$ cat config.mk
export PLATFORM = sky130hd
export DESIGN_NAME = pipe_ctrl
export DESIGN_NICKNAME = d
export VERILOG_FILES = /design/src/rtl/pipe_ctrl_pkg.sv /design/src/rtl/sat_counter.sv /design/src/rtl/pipe_ctrl.sv
export SDC_FILE = /design/constraint.sdc
export NUM_CORES = 1
export LEC_CHECK = 0
export BUFFER_PORTS_ARGS = -buffer_cell sky130_fd_sc_hd__buf_4
export CORE_AREA = 2 2 66 68
export CTS_CLUSTER_SIZE = 40
export DETAILED_ROUTE_END_ITERATION = 16
export DIE_AREA = 0 0 68 70
export GPL_TIMING_DRIVEN = 0
export PLACE_DENSITY = 0.84
export SKIP_LAST_GASP = 1
export SLEW_MARGIN = 0
export SYNTH_ARGS = -nofsm -noshare
export SYNTH_HDL_FRONTEND = slang
export SYNTH_SLANG_ARGS = --single-unit
export TNS_END_PERCENT = 20
$ cat constraint.sdc
create_clock -name clk -period 2.2 [get_ports clk]
set_input_delay 0.22 -clock clk [delete_from_list [all_inputs] [get_ports clk]]
set_output_delay 0.22 -clock clk [all_outputs]
set_load 0.03 [all_outputs]
$ cat src/rtl/pipe_ctrl_pkg.sv
// Shared constants for the pipeline hazard controller: hazard codes,
// PC source encodings and the FSM state type.
package pipe_ctrl_pkg;

  localparam logic [2:0] HZ_NONE     = 3'b000;
  localparam logic [2:0] HZ_LOAD_BLT = 3'b001;
  localparam logic [2:0] HZ_BGT      = 3'b010;
  localparam logic [2:0] HZ_BEQ      = 3'b011;
  localparam logic [2:0] HZ_JUMP     = 3'b100;
  localparam logic [2:0] HZ_HALT     = 3'b101;

  localparam logic [1:0] PC_SEQ    = 2'b00;
  localparam logic [1:0] PC_BRANCH = 2'b01;
  localparam logic [1:0] PC_JUMP   = 2'b10;

  typedef enum logic [1:0] {
    ST_RUN    = 2'b00,
    ST_LSTALL = 2'b01,
    ST_REDIR  = 2'b10,
    ST_HALT   = 2'b11
  } state_t;

endpackage

$ cat src/rtl/sat_counter.sv
// Event counter that sticks at all-ones instead of wrapping.
module sat_counter #(
  parameter int WIDTH = 16
) (
  input  logic             clk,
  input  logic             rst,
  input  logic             inc,
  output logic [WIDTH-1:0] count
);

  // Count up on inc, hold once the maximum is reached.
  always_ff @(posedge clk or posedge rst) begin
    if (rst) begin
      count <= '0;
    end else if (inc && (count != {WIDTH{1'b1}})) begin
      count <= count + 1'b1;
    end
  end

endmodule

$ cat src/rtl/pipe_ctrl.sv
// Pipeline hazard controller: turns hazard codes into PC / IF-ID / ID-EX
// control, with registered outputs and saturating event counters.
//
// state  | meaning
// RUN    | normal fetch, hazard code sampled every edge
// LSTALL | one-cycle load-use stall, PC and IF/ID frozen, bubble into ID/EX
// REDIR  | one-cycle redirect to branch/jump target, IF/ID flushed
// HALT   | processor halted until resume
module pipe_ctrl
  import pipe_ctrl_pkg::*;
#(
  parameter int HAZARD_WIDTH = 3,
  parameter int COUNT_WIDTH  = 16
) (
  input  logic                    clk,
  input  logic                    rst,
  input  logic [HAZARD_WIDTH-1:0] hazard,
  input  logic                    if_write,
  input  logic                    resume,
  output logic                    pc_en,
  output logic [1:0]              pc_sel,
  output logic                    ifid_en,
  output logic                    ifid_flush,
  output logic                    idex_bubble,
  output logic                    halted,
  output logic                    hazard_err,
  output logic [COUNT_WIDTH-1:0]  stall_cnt,
  output logic [COUNT_WIDTH-1:0]  flush_cnt
);

  state_t     state, state_nxt;
  logic [1:0] sel_nxt;
  logic       err_set;
  logic       pc_en_nxt, ifid_en_nxt, ifid_flush_nxt, idex_bubble_nxt, halted_nxt;

  // State register.
  always_ff @(posedge clk or posedge rst) begin
    if (rst) state <= ST_RUN;
    else     state <= state_nxt;
  end

  // Next-state decode; hazard is only looked at in RUN, resume only in HALT.
  always_comb begin
    state_nxt = state;
    sel_nxt   = PC_SEQ;
    err_set   = 1'b0;
    case (state)
      ST_RUN: begin
        case (hazard)
          HAZARD_WIDTH'(HZ_NONE): ;
          HAZARD_WIDTH'(HZ_LOAD_BLT): begin
            if (if_write) begin
              state_nxt = ST_LSTALL;
            end else begin
              state_nxt = ST_REDIR;
              sel_nxt   = PC_BRANCH;
            end
          end
          HAZARD_WIDTH'(HZ_BGT), HAZARD_WIDTH'(HZ_BEQ): begin
            state_nxt = ST_REDIR;
            sel_nxt   = PC_BRANCH;
          end
          HAZARD_WIDTH'(HZ_JUMP): begin
            state_nxt = ST_REDIR;
            sel_nxt   = PC_JUMP;
          end
          HAZARD_WIDTH'(HZ_HALT): state_nxt = ST_HALT;
          default: err_set = 1'b1;
        endcase
      end
      ST_LSTALL: state_nxt = ST_RUN;
      ST_REDIR:  state_nxt = ST_RUN;
      ST_HALT:   if (resume) state_nxt = ST_RUN;
      default:   state_nxt = ST_RUN;
    endcase
  end

  // Output decode from the upcoming state so outputs can be registered
  // alongside the state and line up with it.
  always_comb begin
    pc_en_nxt       = 1'b1;
    ifid_en_nxt     = 1'b1;
    ifid_flush_nxt  = 1'b0;
    idex_bubble_nxt = 1'b0;
    halted_nxt      = 1'b0;
    case (state_nxt)
      ST_LSTALL: begin
        pc_en_nxt       = 1'b0;
        ifid_en_nxt     = 1'b0;
        idex_bubble_nxt = 1'b1;
      end
      ST_REDIR: begin
        ifid_flush_nxt  = 1'b1;
        idex_bubble_nxt = 1'b1;
      end
      ST_HALT: begin
        pc_en_nxt       = 1'b0;
        ifid_en_nxt     = 1'b0;
        idex_bubble_nxt = 1'b1;
        halted_nxt      = 1'b1;
      end
      default: ;
    endcase
  end

  // Registered outputs; pc_sel carries the redirect target chosen at entry.
  always_ff @(posedge clk or posedge rst) begin
    if (rst) begin
      pc_en       <= 1'b1;
      pc_sel      <= PC_SEQ;
      ifid_en     <= 1'b1;
      ifid_flush  <= 1'b0;
      idex_bubble <= 1'b0;
      halted      <= 1'b0;
    end else begin
      pc_en       <= pc_en_nxt;
      pc_sel      <= (state_nxt == ST_REDIR) ? sel_nxt : PC_SEQ;
      ifid_en     <= ifid_en_nxt;
      ifid_flush  <= ifid_flush_nxt;
      idex_bubble <= idex_bubble_nxt;
      halted      <= halted_nxt;
    end
  end

  // Sticky reserved-code flag, cleared only by reset.
  always_ff @(posedge clk or posedge rst) begin
    if (rst)          hazard_err <= 1'b0;
    else if (err_set) hazard_err <= 1'b1;
  end

  sat_counter #(.WIDTH(COUNT_WIDTH)) u_stall_cnt (
    .clk   (clk),
    .rst   (rst),
    .inc   (state_nxt == ST_LSTALL),
    .count (stall_cnt)
  );

  sat_counter #(.WIDTH(COUNT_WIDTH)) u_flush_cnt (
    .clk   (clk),
    .rst   (rst),
    .inc   (state_nxt == ST_REDIR),
    .count (flush_cnt)
  );

endmodule

==> flow_summary.json <==
{
  "status": "finished clean",
  "post_synth_inst_count": 169,
  "cts_sinks": 41,
  "cts_tree": "done",
  "die_w_um": 68,
  "syn_area_um2": 1957,
  "pin_count": 47,
  "cp_top_family": "simple AND/OR/NAND/NOR gates",
  "grt-ovfl-total": 0,
  "area_growth_pct": 26.92,
  "diodes": 0,
  "reg2reg_slack_ns": 0.42,
  "drt_iter0_markers": 165,
  "start_util": 0.4722,
  "drc": 0,
  "synthArstFlopShare": 1.000,
  "critical_path_class": "reg -> reg",
  "via_per_inst": 5.200,
  "hold_viol_final": 0,
  "synth_enable_flop_cells": 0,
  "final_cell_mix": "buf_4, dfrtp_1, xnor2_1",
  "ys_types": 37,
  "fmax_ghz": 0.5620,
  "power.density_nw_per_um2": 839.1,
  "crit_buf_inv": 0,
  "tns_ns": 0,
  "rr_worst_depth": 6,
  "dp_hpwl_um": 2728,
  "crit_required_ns": 2.42,
  "rows": 24,
  "drv_slew": 0,
  "hold_path.class": "in -> async",
  "maxCapViolCount": 0,
  "worst-path-stages": 6,
  "cp.arrival_ns": 2.00,
  "period_share": 0.8088,
  "cts-root-buf": "clkbuf_8",
  "crit_path_max_fanout": 5,
  "clk_pin_slew_ns": 0.08,
  "grt_pass1_vias": 1341,
  "cpPeakStageDelay_ns": 0.53,
  "io_buffer_count": 46,
  "final_common_cell": "buf_4",
  "setup_viol": 0,
  "synth_flop_cell": "dfrtp_1",
  "cp_cell_sequence": "ha_1 > nand4_1 > nor4_4 > or4_4 > nor2_2 > xor2_1",
  "tightestPinTransition_ns": 0.8446,
  "ys_seq_area_frac": 0.5249,
  "dieArea_um2": 4760,
  "htreeDepth": 2,
  "period_minus_slack_ns": 1.779,
  "slew_headroom": 0.4361,
  "antenna_found_initial": 0,
  "rsz0062_at_grt": "false",
  "cts_hold_buf": 0,
  "r2r-start": "u_stall_cnt.count[0]",
  "drt_wl_total_um": 3827,
  "yosysWarnings": 0,
  "fill_cells": 350,
  "grt_pass1_wl_um": 6258,
  "grt_use_total": 0.1737,
  "post-cts-setup-buffer-count": 0,
  "fp.dieH_um": 70,
  "critPathCaptureType": "flop",
  "cts_resized": 0,
  "coreArea_um2": 4144,
  "p_leak_nw": 1.165,
  "syn_nets": 180,
  "cpMaxStageDelayCell": "or4_4",
  "ant_nets": 0,
  "clock_path_buffers": 2,
  "cts_buffers": 5,
  "drive_above_1_share": 0.3274,
  "r2r-end": "u_stall_cnt.count[10]",
  "fin_skew_ns": 0.007456,
  "nets": 233,
  "crit_path_start_kind": "flop",
  "clock_latency_ns": 0.30,
  "avgSynthCellArea_um2": 11.58,
  "dr_total_vias": 1430,
  "gp_congestion": 0.8331,
  "worst_ir_drop_vdd_mv": 0.4686,
  "synth-seq-cells": 41,
  "drtPass1Iterations": 4,
  "grt_max_degree": 42,
  "hold_ws_ns": 0.09737,
  "avgRoutedWirePerCell_um": 13.92,
  "finalPower_mw": 2.084
}
-- registers in the layout (all words and copies together) (netlist names) --
register           flops
u_flush_cnt.count     16
idex_bubble            1
ifid_en                1
ifid_flush             1
pc_sel                 2
halted                 1
hazard_err             1
u_stall_cnt.count     16
state                  2
-- cell type report --
| type | count | area (um2) | share of cell area |
|---|---|---|---|
| inverter | 5 | 18.77 | 0.007557 |
| buffer | 1 | 7.507 | 0.003023 |
| multi-input combinational | 122 | 903.4 | 0.3637 |
| timing repair buffer | 46 | 345.3 | 0.1390 |
| tap | 52 | 65.06 | 0.02620 |
| sequential | 41 | 1027 | 0.4136 |
| clock buffer | 7 | 86.33 | 0.03476 |
| clock inverter | 1 | 30.03 | 0.01209 |
-- per-stage QoR --
step	instances	worst slack, ns	cell area [um2]	util
after global routing	275	0.3453	2484	0.5993
after CTS	275	0.3990	2484	0.5993
after global placement	267	0.3147	2367	0.5713
final	275	0.4207	2484	0.5993
after floorplan	169	0.3931	1957	-
after detailed placement	267	0.2948	2367	0.5713
-- worst max path at each step --
stage / to / slack [ns] / startpoint
after floorplan: u_stall_cnt.count[10] / 0.39 / u_stall_cnt.count[0]
after global placement: u_flush_cnt.count[1] / 0.31 / hazard[2]
after detailed placement: u_flush_cnt.count[1] / 0.29 / hazard[2]
after CTS: u_stall_cnt.count[10] / 0.40 / u_stall_cnt.count[0]
after global routing: u_stall_cnt.count[10] / 0.35 / u_stall_cnt.count[0]
final: u_stall_cnt.count[10] / 0.42 / u_stall_cnt.count[0]
-- cells in the mapped netlist, types with 2 or more instances --
cell type	n	area, um2
a31oi_1	2	12.51
a41oi_1	2	17.52
and3_1	4	25.02
and4_1	2	17.52
dfrtp_1	40	1001
ha_1	4	50.05
inv_1	5	18.77
mux2_2	3	33.78
nand2_1	15	56.30
nand2b_1	2	12.51
nand3_1	11	55.05
nand4_1	11	68.82
nor2_1	7	26.28
nor2_2	4	25.02
nor2b_1	2	12.51
nor3_1	5	25.02
nor4_4	2	42.54
o21ai_0	5	25.02
xnor2_1	21	183.9
xor2_1	5	43.79
-- layer usage --
layer,vias up,track usage,wire (um)
li1,705,-,-
met1,687,0.2399,1788
met2,31,0.2535,1759
met3,7,0.04509,196
met4,0,0.08000,83
met5,-,0,0
-- cell families (layout without fill, tap and decap cells) --
group	after synthesis	count (layout)	synth area share
XOR/XNOR	26	26	0.1164
flip-flops	41	41	0.5249
multiplexers	4	4	0.02302
AO/OA/AOI/OAI	13	13	0.04476
buffers and inverters	6	60	0.01343
adder cells (fa/ha/maj)	4	4	0.02558
AND/OR/NAND/NOR	75	75	0.2519
-- power by group --
part           internal, mW  total [mW]  switching (mW)  leakage, nW
registers             0.839       0.956           0.117        0.542
logic                 0.199       0.502           0.303        0.565
clock network         0.370       0.626           0.256       0.0585
total                  1.41        2.08           0.675         1.16
No activity file was read; power rests on OpenSTA's default activity.
